$ cat src/rtl/postproc_pkg.sv
// Shared definitions for the two-class linear post-process stage: default
// dimensions, the feeder FSM state encoding and the class index type.
package postproc_pkg;

   localparam int N_FEAT    = 288;
   localparam int ITER_W    = 9;
   localparam int DATA_W    = 8;
   localparam int ACC_W     = 32;
   localparam int DRAIN_CYC = 2;

   typedef enum logic [1:0] {
      IDLE   = 2'd0,
      READ   = 2'd1,
      DRAIN  = 2'd2,
      RESULT = 2'd3
   } state_t;

   typedef logic class_t;

endpackage

$ cat src/rtl/postproc_argmax2.sv
// Combinational two-way signed argmax; a tie selects index 0 so the lower
// class wins, matching the convention of the multi-class variants.
module postproc_argmax2 #(
   parameter int W = postproc_pkg::ACC_W
) (
   input  logic [W-1:0] score0,
   input  logic [W-1:0] score1,
   output logic         idx
);
   import postproc_pkg::*;

   class_t idx_c;

   assign idx_c = class_t'($signed(score1) > $signed(score0));
   assign idx   = idx_c;

endmodule

$ cat src/rtl/postprocess_linear_feeder.sv
// Streams the flattened feature map into the linear stage, drains it and offers
// the argmax result over valid/ready. Define POSTPROC_FEED_STALL_EN for a stall input.
module postprocess_linear_feeder #(
   parameter int N_FEAT    = postproc_pkg::N_FEAT,
   parameter int ITER_W    = postproc_pkg::ITER_W,
   parameter int DATA_W    = postproc_pkg::DATA_W,
   parameter int ACC_W     = postproc_pkg::ACC_W,
   parameter int DRAIN_CYC = postproc_pkg::DRAIN_CYC
) (
   input  logic              clk,
   input  logic              rst,
   input  logic              start,
`ifdef POSTPROC_FEED_STALL_EN
   input  logic              stall,
`endif
   output logic              busy,
   output logic              done,
   output logic              fm_rd_en,
   output logic [ITER_W-1:0] fm_rd_addr,
   input  logic [DATA_W-1:0] fm_rd_data,
   output logic              lin_en,
   output logic [ITER_W-1:0] lin_iter,
   output logic [DATA_W-1:0] lin_data,
   input  logic [ACC_W-1:0]  lin_out0,
   input  logic [ACC_W-1:0]  lin_out1,
   output logic              res_valid,
   input  logic              res_ready,
   output logic              res_class,
   output logic [ACC_W-1:0]  res_score0,
   output logic [ACC_W-1:0]  res_score1
);
   import postproc_pkg::*;

   localparam logic [ITER_W-1:0] LAST_ADDR  = ITER_W'(N_FEAT - 1);
   localparam logic [ITER_W-1:0] DRAIN_LAST = ITER_W'(DRAIN_CYC);

`ifndef POSTPROC_FEED_STALL_EN
   logic stall;
   assign stall = 1'b0;
`endif

   state_t              state_q, state_d;
   logic [ITER_W-1:0]   cnt_q, cnt_d;
   logic                rd_en;
   logic                capture;
   logic [DATA_W-1:0]   lin_data_q;
   class_t              argmax_idx;

   postproc_argmax2 #(.W(ACC_W)) u_argmax (
      .score0 (lin_out0),
      .score1 (lin_out1),
      .idx    (argmax_idx)
   );

   // NOTE: reset is sampled on the clock edge and all state uses <= so every
   // register updates from the same pre-edge values.
   always_ff @(posedge clk) begin
      if (rst) begin
         state_q <= IDLE;
         cnt_q   <= '0;
      end else begin
         state_q <= state_d;
         cnt_q   <= cnt_d;
      end
   end

   // NOTE: every signal gets a default before the case so no path leaves one
   // unassigned (which would infer a latch).
   always_comb begin
      state_d = state_q;
      cnt_d   = cnt_q;
      rd_en   = 1'b0;
      capture = 1'b0;
      done    = 1'b0;
      case (state_q)
         IDLE: begin
            if (start) begin
               state_d = READ;
               cnt_d   = '0;
            end
         end
         READ: begin
            if (!stall) begin
               rd_en = 1'b1;
               // Compare before incrementing so N_FEAT = 2^ITER_W ends on all-ones.
               if (cnt_q == LAST_ADDR) begin
                  state_d = DRAIN;
                  cnt_d   = '0;
               end else begin
                  cnt_d = cnt_q + 1'b1;
               end
            end
         end
         DRAIN: begin
            if (!stall) begin
               if (cnt_q == DRAIN_LAST) begin
                  capture = 1'b1;
                  state_d = RESULT;
                  cnt_d   = '0;
               end else begin
                  cnt_d = cnt_q + 1'b1;
               end
            end
         end
         RESULT: begin
            if (res_ready) begin
               done    = 1'b1;
               state_d = IDLE;
            end
         end
         default: state_d = IDLE;
      endcase
   end

   assign busy       = (state_q != IDLE);
   assign res_valid  = (state_q == RESULT);
   assign fm_rd_en   = rd_en;
   assign fm_rd_addr = cnt_q;

   // The buffer returns data one cycle after the strobe, aligned with the
   // registered lin_en, so data passes straight through and is held otherwise.
   assign lin_data = lin_en ? fm_rd_data : lin_data_q;

   always_ff @(posedge clk) begin
      if (rst) begin
         lin_en     <= 1'b0;
         lin_iter   <= '0;
         lin_data_q <= '0;
         res_class  <= 1'b0;
         res_score0 <= '0;
         res_score1 <= '0;
      end else begin
         lin_en <= rd_en;
         if (rd_en) begin
            lin_iter <= cnt_q;
         end
         if (lin_en) begin
            lin_data_q <= fm_rd_data;
         end
         if (capture) begin
            res_class  <= argmax_idx;
            res_score0 <= lin_out0;
            res_score1 <= lin_out1;
         end
      end
   end

endmodule

$ cat config.mk
export PLATFORM = sky130hd
export DESIGN_NAME = postprocess_linear_feeder
export DESIGN_NICKNAME = d
export VERILOG_FILES = /design/src/rtl/postproc_pkg.sv /design/src/rtl/postproc_argmax2.sv /design/src/rtl/postprocess_linear_feeder.sv
export SDC_FILE = /design/constraint.sdc
export NUM_CORES = 1
export LEC_CHECK = 0
export ABC_AREA = 1
export CORE_MARGIN = 4
export CORE_UTILIZATION = 41
export CTS_BUF_LIST = sky130_fd_sc_hd__clkbuf_4 sky130_fd_sc_hd__clkbuf_8
export DETAILED_ROUTE_END_ITERATION = 8
export PLACE_DENSITY = 0.91
export SETUP_SLACK_MARGIN = 0.2
export SYNTH_ARGS = -nofsm -noshare
export SYNTH_HDL_FRONTEND = slang
export SYNTH_SLANG_ARGS = --single-unit
export TNS_END_PERCENT = 20
$ cat constraint.sdc
create_clock -name clk -period 1.7 [get_ports clk]
set_input_delay 0.17 -clock clk [delete_from_list [all_inputs] [get_ports clk]]
set_output_delay 0.17 -clock clk [all_outputs]
set_load 0.005 [all_outputs]
==> out/results.ini <==
[global_routing]
grt.total_usage=0.205
grt.met2_usage=0.362
grt_use_met3=0.0480
grt_pass1_vias=4412
grt-ovfl-total=0
met1_usage=0.241
grt_max_degree=78
antenna_found_initial=0
grt_first_pass_wirelength_mm=21.1
grt-busiest-layer=met2

[timing]
worst_slew_pin_slew_ps=338
fin_ws_ps=-31.5
finalSetupViolCount=12
fin_crit_ps=1730
fmax_mhz=578
rsz0062_at_grt=true
slew_headroom=0.775
drv_slew=0
timing.final.crit_share=1.02
fin_skew_ps=14.0
finalHoldViolations=0

[logic_synthesis]
synth_xor_xnor_area_share=0.0121
synth-simple-area-share=0.191
synth.area.mux_share=0
synth_top_family_by_area=simple AND/OR/NAND/NOR gates
synth_compound_area_frac=0.167
synthCells=567
yosys_warnings=0
synth_area_sq_um=4330
ys_seq_elements=94
synth_edf_count=0
seq_area_frac_synth=0.435
synthTopCellsByCount=nor2_1, dfxtp_1, nand2_1, o21ai_0, a21oi_1
synthAdderAreaFrac=0.116
yosys.area.top_type_share=0.435
synth-async-reset-ratio=0
avgSynthCellArea_sq_um=7.64
yosysUniqueCellTypes=28
yosys_most_used_dff=dfxtp_1
synth_area_leaders=dfxtp_1, ha_1, o21ai_0, nor2_1, nand2_1
synth_most_common_cell=nor2_1
syn-num-nets=683
synth_top_area_cell=dfxtp_1

[status]
violations=setup timing
status=finished with violations

[routing]
viasPerCell=4.84
postRouteAntennaNets=0
vias=4434
wl_per_cell_um=14.1
drc_errors=0
drt-initial-drc-count=200
finalWirelength_mm=12.9
firstDrtPassIters=4

[floorplanning]
die_y_um=111
ios=172
row_count=37
start_util=0.419
core_area_sq_um=10300
die_w_um=111
fp.dieArea_sq_um=12300

[worst_hold_path]
hold_depth=3
min_path_type=in -> reg
hold_start=lin_out0[10]

[clock_network]
insertion_delay_ps=350
path_clk_slew_ps=100
numCtsBuffers=9
cts-root-buf=clkbuf_8
cts_tree=yes
ctsHoldBuffers=0
clock_path_buffers=2
htree_num_levels=3
clock-sinks=94

[setup_path]
cpMostUsedCell=buf_12
cp_max_fo=6
worst-r2r-cell-count=11
critPathKind=reg -> reg
rr_startpoint=fm_rd_addr[0]
path_cells=inv_2 -> ha_4 -> nand4_1 -> nor4_4 -> nand2_2 -> clkinv_4 -> buf_12 -> buf_12 -> buf_16 -> o21ai_2 -> a21oi_1
critPathArrivalTime_ps=2020
cp_slowest_cell=dfxtp_2
startpoint_type=flip-flop
worst_setup_path_end_kind=flip-flop
cp.required_ps=1990
cp-startpoint=fm_rd_addr[0]
critPathMaxStageDelay_ps=340

[place]
io_buffer_count=171
dp_hpwl_mm=9.49
place_congestion=0.919

[finish]
fin_nets=892
final_util=0.685
syn2layout_area_growth_pct=63.4
layout-drive-gt1-share=0.165
diodes=0

[power_and_ir_drop]
power.leakage_nw=3.05
power_mw=6.01
p_per_area_nw_per_um2=849
irDropWorstVdd_v=0.000530

[run]
cap_violations=0

-- logic make-up after synthesis --
logic type / after synthesis
AND/OR/NAND/NOR: 203
AO/OA/AOI/OAI: 142
flip-flops: 94
buffers and inverters: 82
adder cells (fa/ha/maj): 40
XOR/XNOR: 6
-- cell type report --
class	count	area, sq um
Inverter	58	230
Clock buffer	12	159
Tap cell	136	170
Fill cell	776	3250
Timing Repair Buffer	222	2240
Sequential cell	94	1900
Multi-Input combinational cell	391	2320
Clock inverter	4	53.8
-- worst max-delay path, delay by kind of cell (launching register included) --
kind / cells / cell delay [ps]
flops: 1 / 340
compound gates: 2 / 170
buf+inv: 5 / 490
fa+ha+maj: 1 / 120
simple gates: 3 / 550
-- timing repair --
| item | in CTS | in global routing |
|---|---|---|
| endpoints found under the setup margin | 93 | 85 |
| gates cloned | 4 | 0 |
| pin swaps | 17 | 12 |
| setup buffers | 9 | 2 |
| gates resized for setup | 72 | 38 |
-- final timing paths --
check | endpoint | slack (ps)
worst min-delay path | res_score0[10] | 390
worst max register to register | res_score0[10] | -30
worst min register to register | res_class | 470
worst max-delay path | res_score0[10] | -30
-- flip-flops by register name, summed over array words and instances, names as in the netlist --
signal      cells
fm_rd_addr      9
lin_data_q      8
lin_en          1
lin_iter        9
res_class       1
res_score0     32
res_score1     32
state_q         2
-- power breakdown --
part	switching [mW]	internal (mW)	total, mW
logic	0.890	1.03	1.92
clock network	0.771	0.784	1.55
registers	0.137	2.40	2.54
total	1.80	4.21	6.01
-- through the flow --
step | cells | area, sq um | worst slack [ps] | setup TNS (ps) | hold slack [ps]
3_3_place_gp | 886 | 6410 | -296 | -296 | 456
2_1_floorplan | 567 | 4350 | 184 | 0 | 322
3_5_place_dp | 886 | 6410 | -286 | -296 | 464
5_1_grt | 917 | 7070 | -139 | -4530 | 385
6_report | 917 | 7070 | -31.5 | -187 | 391
4_1_cts | 915 | 6970 | 0.00533 | 0 | 376
-- routing by layer --
layer / vias to the layer above / wire length, um
met5: - / 0
met4: 0 / 305
met3: 21 / 750
met2: 147 / 6330
met1: 1998 / 5550
li1: 2268 / -
-- layout by cell type, fill, tap and decap left out, drive strengths merged, types with 4 or more instances in the layout --
cell and instances:
nand4 4, nand2 81, clkbuf 12, xor2 5, nand3 7, inv 58, a21oi 60, dlygate4sd2 11
o21ai 78, nor2 101, ha 40, nor3 5, dfxtp 94, clkdlybuf4s50 155, buf 51, clkdlybuf4s15 5
(Power assumes the default switching activity.)
